[config.mk]
export PLATFORM = sky130hd
export DESIGN_NAME = if_prefetch_unit
export DESIGN_NICKNAME = d
export VERILOG_FILES = /design/src/rtl/if_prefetch_unit.sv
export SDC_FILE = /design/constraint.sdc
export NUM_CORES = 1
export LEC_CHECK = 0
export CORE_AREA = 2 2 183 185
export DETAILED_ROUTE_END_ITERATION = 10
export DIE_AREA = 0 0 185 187
export PLACE_DENSITY_LB_ADDON = 0.15
export RECOVER_POWER = 50
export SLEW_MARGIN = 10
export SYNTH_ARGS = -nofsm -noshare
export SYNTH_HDL_FRONTEND = slang
export SYNTH_SLANG_ARGS = --single-unit
[constraint.sdc]
create_clock -name clk -period 8.2 [get_ports clk]
set_input_delay 2.46 -clock clk [delete_from_list [all_inputs] [get_ports clk]]
set_output_delay 2.46 -clock clk [all_outputs]
set_load 0.005 [all_outputs]
[src/rtl/if_prefetch_unit.sv]
// Instruction-fetch prefetch unit: credit-limited requests to a variable-latency memory and an
// in-order DEPTH-entry response FIFO. Define IFU_DROP_COUNT_EN to add the drop_cnt output.
module if_prefetch_unit #(
    parameter int               PC_W     = 16,
    parameter int               INST_W   = 32,
    parameter int               DEPTH    = 4,
    parameter logic [PC_W-1:0]  RESET_PC = '0
) (
    input  logic              clk,
    input  logic              rst,
    output logic              mem_req,
    output logic [PC_W-1:0]   mem_addr,
    input  logic              mem_ready,
    input  logic              mem_rvalid,
    input  logic [INST_W-1:0] mem_rdata,
    input  logic              stall,
    input  logic              redirect,
    input  logic [PC_W-1:0]   redirect_pc,
    output logic              inst_valid,
    output logic [INST_W-1:0] inst,
    output logic [PC_W-1:0]   inst_pc_plus1
`ifdef IFU_DROP_COUNT_EN
    ,
    output logic [15:0]       drop_cnt
`endif
);

    localparam int PTR_W = (DEPTH > 1) ? $clog2(DEPTH) : 1;
    localparam int CNT_W = PTR_W + 1;
    // Outstanding covers live requests plus stale ones still owed by memory after redirects.
    localparam int OUT_W = 8;

    localparam logic [PC_W-1:0]  PC_ONE  = 1;
    localparam logic [PTR_W-1:0] PTR_ONE = 1;
    localparam logic [OUT_W-1:0] OUT_ONE = 1;

    logic [PC_W-1:0]   fetchPc;
    logic [PC_W-1:0]   respPc;
    logic [CNT_W-1:0]  count;
    logic [OUT_W-1:0]  outstanding;
    logic [OUT_W-1:0]  discard;
    logic [PTR_W-1:0]  rdPtr;
    logic [PTR_W-1:0]  wrPtr;

    logic [INST_W-1:0] instMem [DEPTH];
    logic [PC_W-1:0]   pcMem   [DEPTH];

    logic [OUT_W-1:0]  live;
    logic [OUT_W:0]    inUse;
    logic              accept;
    logic              dropResp;
    logic              push;
    logic              pop;

    // NOTE: every signal gets a value on every path through always_comb, so no latch can form.
    always_comb begin
        live     = outstanding - discard;
        inUse    = {1'b0, live} + (OUT_W + 1)'(count);
        // Gating with rst holds the request low for the whole reset window, not just after an edge.
        mem_req  = rst && !redirect && (inUse < (OUT_W + 1)'(DEPTH));
        mem_addr = fetchPc;
        accept   = mem_req && mem_ready;
        dropResp = mem_rvalid && (redirect || (discard != '0));
        push     = mem_rvalid && !dropResp;
        pop      = inst_valid && !stall && !redirect;
    end

    always_comb begin
        inst_valid    = (count != '0);
        inst          = inst_valid ? instMem[rdPtr] : '0;
        inst_pc_plus1 = inst_valid ? pcMem[rdPtr]   : '0;
    end

    // NOTE: state registers use non-blocking assignments so every flop samples pre-edge values.
    always_ff @(posedge clk or negedge rst) begin
        if (!rst) begin
            fetchPc     <= RESET_PC;
            respPc      <= RESET_PC;
            count       <= '0;
            outstanding <= '0;
            discard     <= '0;
            rdPtr       <= '0;
            wrPtr       <= '0;
        end else if (redirect) begin
            // Everything still owed by memory becomes stale; a response arriving now is dropped.
            fetchPc     <= redirect_pc;
            respPc      <= redirect_pc;
            count       <= '0;
            rdPtr       <= '0;
            wrPtr       <= '0;
            outstanding <= outstanding - OUT_W'(mem_rvalid);
            discard     <= outstanding - OUT_W'(mem_rvalid);
        end else begin
            if (accept) begin
                fetchPc <= fetchPc + PC_ONE;
            end
            if (push) begin
                respPc <= respPc + PC_ONE;
                wrPtr  <= wrPtr + PTR_ONE;
            end
            if (pop) begin
                rdPtr <= rdPtr + PTR_ONE;
            end
            if (dropResp) begin
                discard <= discard - OUT_ONE;
            end
            outstanding <= outstanding + OUT_W'(accept) - OUT_W'(mem_rvalid);
            count       <= count + CNT_W'(push) - CNT_W'(pop);
        end
    end

    // NOTE: FIFO storage is not reset; count alone decides which entries are meaningful.
    always_ff @(posedge clk) begin
        if (push) begin
            instMem[wrPtr] <= mem_rdata;
            pcMem[wrPtr]   <= respPc + PC_ONE;
        end
    end

`ifdef IFU_DROP_COUNT_EN
    always_ff @(posedge clk or negedge rst) begin
        if (!rst) begin
            drop_cnt <= '0;
        end else if (dropResp && (drop_cnt != 16'hFFFF)) begin
            drop_cnt <= drop_cnt + 16'd1;
        end
    end
`endif

endmodule

==> results_dict.tcl, run 1 <==
set metrics [dict create \
    final_cell_mix "edfxtp_1, clkdlybuf4s50_1, dfrtp_1" \
    cts_resized 0 \
    skew_ns 0.00947 \
    clk_pin_slew_ns 0.06 \
    drc 0 \
    peakVddDrop_uv 159 \
    holdWs_ns 0.536 \
    place.gp.congestion 0.773 \
    wl_mm 24.3 \
    fin_crit_ns 6.47 \
    avgSynthCellArea_um2 14.8 \
    io-pin-count 120 \
    start_util_pct 34.3 \
    drt-vias-per-instance 4.83 \
    die_w_um 185 \
    drt_first_pass_iters 5 \
    overflow 0 \
    hold_class "reg2reg" \
    timing.fmax_mhz 154 \
    clkLatencyLatePin_ns 0.54 \
    maxSlewHeadroom_pct -117 \
    synth_area_leaders "edfxtp_1, dfrtp_1, mux4_2, ha_1, xnor2_1" \
    cts_hold_repair.buffers 0 \
    tightest_slew_ns 3.26 \
    synthFlopType "edfxtp_1" \
    p_per_area_mw_per_mm2 286 \
    start_kind "input port" \
    grt_pass1_wl_mm 38.1 \
    final_common_cell "edfxtp_1" \
    post_cts_buffers 0 \
    numCtsBuffers 27 \
    violations "capacitance limit, slew limit" \
    cts_root_buf "clkbuf_16" \
    worstPathArrival_ns 4.01 \
    vias 6560 \
    clockBufferDepth 3 \
    path_class "in2out" \
    n_antenna_cell 0 \
    outcome "finished with violations" \
    num_rows 67 \
    tritoncts "built" \
    p_leak_uw 0.00479 \
    synth_top_area_cell "edfxtp_1" \
    grt_pass1_vias 6658 \
    finalHoldViolCount 0 \
    setup_viol 0 \
    die_h_um 187 \
    syn_inst 763 \
    io_buffers 119 \
    yosys.cell_types.count 59 \
    die_area_mm2 0.0346 \
    crit_path_end_kind "output port" \
    synth_area_mm2 0.0113 \
    drive_gt1_share_pct 12.3 \
    synth_edf_count 192 \
    synth_nets 853 \
    wire_per_inst_um 17.8 \
    antenna_found_initial 0 \
    rsz0062_at_grt "false" \
    worst-path-max-fanout 2 \
    cts_htree_levels 1 \
    required_ns 5.74 \
    final.period_utilization_pct 79.0 \
    track_usage_pct 14.1 \
    slew_violations 151 \
    ys_seq_area_share_pct 63.3 \
    yosysWarnings 0 \
    cts.sinks 247 \
    async_flop_share_pct 22.3 \
    maxCapViolCount 3 \
    dp_cells 1309 \
    nets 980 \
    hpwl_mm 15.3 \
    drt_iter0_drc 407 \
    synth_top_area_share_pct 51.1 \
    final_cell_count_no_fill 1359 \
    core-area_mm2 0.0329 \
    antenna_left 0 \
    syn_to_final_growth_pct 22.7 \
    ys_ff_latch 247 \
    tns_ns 0 \
    grt_max_degree 65 \
]
## routing by layer
layer	track usage (%)	vias to the layer above	wire length [um]
met5	0	-	0
met4	2.96	0	422
met3	2.26	35	1100
met2	22.5	158	11300
met1	20.3	3260	11500
li1	-	3107	-
## stage by stage
step,util [%],area (um^2),setup WS (ns),total power (uW)
2_1_floorplan,-,11300,2.48,2310
3_3_place_gp,39.5,13000,1.71,2810
3_5_place_dp,39.5,13000,1.70,2810
4_1_cts,42.2,13900,1.70,4030
5_1_grt,42.1,13800,1.25,4200
6_report,42.1,13800,1.73,3960
## logic make-up after synthesis
group	after synthesis	share of synthesized area [%]
AND/OR/NAND/NOR	210	9.75
AO/OA/AOI/OAI	89	5.40
adder cells (fa/ha/maj)	36	4.19
flip-flops	247	63.3
buffers and inverters	67	2.49
XOR/XNOR	55	4.27
multiplexers	59	10.6
## power breakdown
part | internal, uW | switching [uW]
Clock | 722 | 482
Sequential | 1420 | 105
Combinational | 643 | 591
Total | 2780 | 1180
## state kept, by name, summed over array words and instances, names as in the netlist
signal	count
instMem	128
pcMem	64
mem_addr	16
respPc	16
discard	8
outstanding	8
count	3
rdPtr	2
wrPtr	2
## synthesized netlist by cell type, types with 2 or more instances
| cell type | instances |
|---|---|
| a221o_1 | 6 |
| ha_1 | 33 |
| mux4_2 | 48 |
| nor3b_1 | 4 |
| a21o_1 | 4 |
| nand4_1 | 8 |
| nor2b_1 | 52 |
| o211ai_1 | 2 |
| o21bai_1 | 4 |
| edfxtp_1 | 192 |
| fa_1 | 3 |
| xor2_1 | 13 |
| or2_2 | 5 |
| xnor2_1 | 42 |
| nor2_1 | 46 |
| clkbuf_1 | 15 |
| a21boi_0 | 7 |
| nand2b_1 | 4 |
| buf_6 | 2 |
| and3_1 | 13 |
| a211oi_1 | 3 |
| o31ai_1 | 3 |
| mux2i_1 | 10 |
| dfrtp_1 | 55 |
| a2bb2oi_1 | 2 |
| buf_1 | 7 |
| o21a_1 | 2 |
| o211ai_2 | 2 |
| inv_1 | 33 |
| buf_2 | 8 |
| nand2_1 | 36 |
| nand3_1 | 21 |
| nor4_1 | 3 |
| a211o_1 | 2 |
| o41ai_1 | 2 |
| o21ai_0 | 18 |
| a21oi_1 | 23 |
| nor3_1 | 7 |
| or3_1 | 3 |
## final timing paths
kind / slack, ns / end / startpoint / depth (start not counted)
setup / recovery: 1.73 / mem_req / redirect / 6
hold / removal: 0.54 / mem_addr[2]$_DFFE_PN0P_ / mem_addr[2]$_DFFE_PN0P_ / 1
setup reg to reg: 2.95 / outstanding[7]$_DFF_PN0_ / outstanding[0]$_DFF_PN0_ / 21
hold reg to reg: 0.54 / mem_addr[2]$_DFFE_PN0P_ / mem_addr[2]$_DFFE_PN0P_ / 1
max in group asynchronous: 2.62 / rdPtr[0]$_DFFE_PN0P_ / rst / 2
min in group asynchronous: 3.29 / mem_addr[12]$_DFFE_PN0P_ / rst / 2
## critical path, cell delays in order
cell and delay (ns):
clkbuf_1 0.11, nor4_1 0.28, o2111ai_1 0.22, nor3_2 0.26, and3_1 0.18, clkdlybuf4s50_1 0.51
## cell type report
type | instances | area [um^2]
repair buffers | 131 | 1250
clock buffers | 39 | 741
multi-input cells | 449 | 3870
inverters | 34 | 128
clock inverters | 11 | 139
fillers | 3079 | 19000
well taps | 448 | 561
flip-flops and latches | 247 | 7150
Note: power is estimated with default switching activity, not from simulation.
==> run 2: changes to the inputs <==
- clock period: 8.2 -> 6.8 ns (I/O delays scaled with it)
==> results_dict.tcl, run 2 (synthesis results as in run 1) <==
set metrics [dict create \
    hold_class "reg2reg" \
    die_w_um 185 \
    grt_pass1_vias 6781 \
    antenna_found_initial 0 \
    finalWorstSetupSlack_ns 1.06 \
    place.gp.congestion 0.771 \
    post_cts_buffers 0 \
    die_area_mm2 0.0346 \
    slew_violations 155 \
    hpwl_mm 14.7 \
    drive_gt1_share_pct 11.7 \
    critPathMostFrequentCell "clkbuf_1" \
    gr-usage-met3_pct 2.38 \
    die_h_um 187 \
    antenna_left 0 \
    register_area_mm2 0.00715 \
    drt-vias-per-instance 4.84 \
    drt_iter0_drc 403 \
    max_stage_delay_ns 1.94 \
    top_regs "instMem: 128 flops, pcMem: 64 flops" \
    largest_reg_flops 128 \
    maxCapViolCount 3 \
    track_usage_pct 14.1 \
    start_kind "input port" \
    top_register "instMem" \
    final_cell_count_no_fill 1351 \
    wire_per_inst_um 17.8 \
    num_rows 67 \
    post-place-ws_ns 1.14 \
    io_buffers 119 \
    core-area_mm2 0.0329 \
    peakVddDrop_uv 210 \
    grt_pass1_wl_mm 37.9 \
    overflow 0 \
    start_util_pct 34.3 \
    path_class "in2reg" \
    tns_ns 0 \
    grt_use_met1_pct 19.9 \
    finalCoreUtilization_pct 42.1 \
    gr-usage-met2_pct 22.9 \
    vias 6538 \
    fillers 3062 \
    worst-path-max-fanout 64 \
    maxSlewHeadroom_pct -112 \
    crit_path_end_kind "register" \
    crit_chain "clkbuf_1, clkbuf_1, clkinv_1, clkbuf_1, and3_4" \
    clockBufferDepth 3 \
    final.period_utilization_pct 84.4 \
    tritoncts "built" \
    clkLatencyLatePin_ns 0.54 \
    cts.sinks 247 \
    busiest_layer "met2" \
    rsz0062_at_grt "false" \
    final_common_cell "edfxtp_1" \
    p_per_area_mw_per_mm2 347 \
    cts_resized 0 \
    p_total_uw 4800 \
    n_antenna_cell 0 \
    drc 0 \
    io-pin-count 120 \
    drt_first_pass_iters 4 \
    dp_cells 1305 \
    numCtsBuffers 28 \
    skew_ns 0.00848 \
    violations "capacitance limit, slew limit" \
    worstPathArrival_ns 5.93 \
    grt_max_degree 65 \
    cts_hold_repair.buffers 0 \
    cpMaxStageDelayCell "clkbuf_1" \
    required_ns 6.99 \
    timing.fmax_mhz 174 \
    finalHoldViolCount 0 \
    multiInputGateArea_mm2 0.00387 \
    p_leak_uw 0.00477 \
    final_cell_mix "edfxtp_1, clkdlybuf4s50_1, dfrtp_1" \
    nets 977 \
    syn_to_final_growth_pct 22.7 \
    tightest_slew_ns 3.19 \
    setup_viol 0 \
    outcome "finished with violations" \
    cts_root_buf "clkbuf_16" \
    fin_crit_ns 5.74 \
    cts_htree_levels 1 \
    wl_mm 24.1 \
    clk_pin_slew_ns 0.06 \
]
[run 2: cell types whose count changed in the layout (fill, tap and decap cells not counted), moves of 2 or more]
| cell | before | now |
|---|---|---|
| clkdlybuf4s50_1 | 79 | 83 |
| dlygate4sd3_1 | 38 | 34 |
| clkbuf_8 | 2 | 0 |
| and3_2 | 4 | 1 |
| clkinv_1 | 6 | 8 |
| clkbuf_1 | 16 | 11 |
| buf_4 | 8 | 4 |
| and3_4 | 0 | 3 |
[run 2: critical path, delay by kind of cell]
family	cells	cell delay, ns
buffers and inverters	4	3.15
and+or+nand+nor	1	0.69
[run 2: power by group]
group	total, uW	internal, uW	switching (uW)
registers	1870	1710	163
clock network	1490	900	587
logic	1440	773	665
total	4800	3380	1410
[run 2: path summary, 6_finish.rpt]
path	from	end	slack, ns	cells after the start
max	redirect	instMem[3][0]$_DFFE_PP_	1.06	5
min	mem_addr[2]$_DFFE_PN0P_	mem_addr[2]$_DFFE_PN0P_	0.56	1
max reg2reg	outstanding[0]$_DFF_PN0_	outstanding[6]$_DFF_PN0_	2.16	23
min reg2reg	mem_addr[2]$_DFFE_PN0P_	mem_addr[2]$_DFFE_PN0P_	0.56	1
max in group asynchronous	rst	rdPtr[0]$_DFFE_PN0P_	1.71	2
min in group asynchronous	rst	mem_addr[8]$_DFFE_PN0P_	2.84	2
[run 2: cell type report]
type	count	area share, %
tap	448	4.05
timing repair buffer	127	8.85
inverter	34	0.922
clock inverter	13	1.31
multi-input combinational	449	28.0
clock buffer	33	5.20
sequential	247	51.7
[run 2: stage by stage]
step,cell area (um^2),hold WS (ns)
after floorplan,11300,0.513
after global placement,13000,0.544
after detailed placement,13000,0.535
after CTS,13900,0.559
after global routing,13800,0.607
final,13800,0.555
[run 2: metal layers]
metal  share of wire, %  vias to the layer above  wire, um
li1                   -                     3093         -
met1                 47                     3265     11400
met2                 46                      149     11100
met3                4.5                       31      1080
met4                1.8                        0       442
met5                  0                        -         0
==> run 3: changes to the inputs <==
- clock period: 6.8 -> 4.85 ns (I/O delays scaled with it)
==> results_dict.tcl, run 3 (synthesis results as in run 1) <==
set metrics [dict create \
    maxCapViolCount 0 \
    final_common_cell "edfxtp_1" \
    drt_iter0_drc 359 \
    nets 989 \
    io_buffers 119 \
    finalHoldViolCount 0 \
    drc 0 \
    start_kind "register" \
    hold_class "reg2reg" \
    final.period_utilization_pct 94.1 \
    top_register "instMem" \
    worstReg2RegEnd "outstanding[6]$_DFF_PN0_" \
    top_regs "instMem: 128 flops, pcMem: 64 flops" \
    clkLatencyLatePin_ns 0.55 \
    rsz0062_at_grt "false" \
    syn_to_final_growth_pct 24.6 \
    overflow 0 \
    clockBufferDepth 3 \
    cpMaxStageDelayCell "dfrtp_1" \
    grt_pass1_wl_mm 38.0 \
    ff2ff_setup_slack_ns 0.41 \
    drive_gt1_share_pct 13.7 \
    slew_violations 0 \
    peakVddDrop_uv 293 \
    crit_path_end_kind "output port" \
    p_leak_uw 0.00490 \
    worst-path-max-fanout 2 \
    fillers 3041 \
    max_stage_delay_ns 0.38 \
    path_class "reg2out" \
    final_cell_mix "edfxtp_1, clkdlybuf4s50_1, dfrtp_1" \
    place.gp.congestion 0.758 \
    worst-path-buf-inv 3 \
    vias 6570 \
    drt-vias-per-instance 4.80 \
    die_h_um 187 \
    start_util_pct 34.3 \
    crit_cells 11 \
    die_w_um 185 \
    wl_mm 24.0 \
    grt_pass1_vias 6933 \
    required_ns 3.39 \
    clk_pin_slew_ns 0.06 \
    crit_chain "inv_2, ha_1, inv_1, fa_2, xor2_1, ha_1, nor4_4, o2111ai_2, nor3_2, and3_1, dlymetal6s2s_1" \
    die_area_mm2 0.0346 \
    largest_reg_flops 128 \
    numCtsBuffers 29 \
    cts_hold_repair.buffers 0 \
    cts_htree_levels 1 \
    tritoncts "built" \
    finalCoreUtilization_pct 42.8 \
    worst_r2r_startpoint "outstanding[0]$_DFF_PN0_" \
    io-pin-count 120 \
    timing.fmax_mhz 219 \
    maxSlewHeadroom_pct 41.6 \
    p_per_area_mw_per_mm2 489 \
    cts.sinks 247 \
    hpwl_mm 14.9 \
    holdPathStages 1 \
    core-area_mm2 0.0329 \
    num_rows 67 \
    track_usage_pct 14.0 \
    skew_ns 0.0117 \
    antenna_found_initial 0 \
    outcome "complete, no violations" \
    grt_max_degree 65 \
    critPathMostFrequentCell "ha_1" \
    drt_first_pass_iters 4 \
    wire_per_inst_um 17.5 \
    path_delay_family "adder cells" \
    cts_root_buf "clkbuf_16" \
    fin_crit_ns 4.56 \
    antenna_left 0 \
    tightest_slew_ns 0.876 \
    n_antenna_cell 0 \
    setup_viol 0 \
    min_delay_worst_endpoint "mem_addr[2]$_DFFE_PN0P_" \
    r2r_cells 23 \
    worstPathArrival_ns 3.11 \
    tns_ns 0 \
    min-delay-start "mem_addr[2]$_DFFE_PN0P_" \
]
## run 3: changes by cell type in the layout (fill, tap and decap cells not counted), moves of 2 or more
cell             change
and3_2               +2
dlygate4sd3_1        +4
and3_4               -3
clkbuf_1             +2
clkinv_2             +4
buf_12               +6
buf_4                +4
clkdlybuf4s50_1      -5
## run 3: where the power goes
group / total (uW) / switching, uW / internal [uW]
combinational: 2140 / 1010 / 1130
sequential: 2570 / 175 / 2400
clock: 2150 / 844 / 1310
total: 6870 / 2030 / 4830
## run 3: per-layer routing
layer / routed length, um / share of wire [%] / up-vias / GRT usage, %
li1: - / - / 3123 / -
met1: 11500 / 48 / 3271 / 20.3
met2: 11100 / 46 / 142 / 22.3
met3: 983 / 4.1 / 34 / 2.36
met4: 438 / 1.8 / 0 / 3.02
met5: 0 / 0 / - / 0
## run 3: how the worst max path moves through the flow
stage | start | endpoint | slack [ns]
6_report | outstanding[0]$_DFF_PN0_ | mem_req | 0.29
5_1_grt | outstanding[0]$_DFF_PN0_ | outstanding[6]$_DFF_PN0_ | 0.07
4_1_cts | outstanding[0]$_DFF_PN0_ | mem_req | 0.05
3_5_place_dp | redirect | mem_req | 0.35
3_3_place_gp | redirect | mem_req | 0.42
2_1_floorplan | redirect | outstanding[6]$_DFF_PN0_ | 0.64
## run 3: area by class of cell
class / count / area [um^2] / share of cell area, %
flip-flops and latches: 247 / 7150 / 50.9
well taps: 448 / 561 / 3.99
multi-input cells: 449 / 3890 / 27.7
clock buffers: 36 / 752 / 5.35
inverters: 34 / 128 / 0.908
clock inverters: 18 / 195 / 1.39
repair buffers: 138 / 1380 / 9.83
## run 3: metrics by stage
step	hold slack, ns	instance area, um^2	instances	power (uW)	setup WS [ns]
after floorplan	0.513	11300	763	3910	0.644
after global placement	0.536	13100	1314	4750	0.415
after detailed placement	0.529	13100	1314	4750	0.351
after CTS	0.553	14000	1369	6950	0.0526
after global routing	0.563	14100	1370	7290	0.0711
final	0.556	14100	1370	6870	0.288
## run 3: what timing repair did
action,in CTS,in global routing
gates resized for setup,1,5
endpoints found under the setup margin,1,1
buffers inserted,1,1
pin swaps,2,5
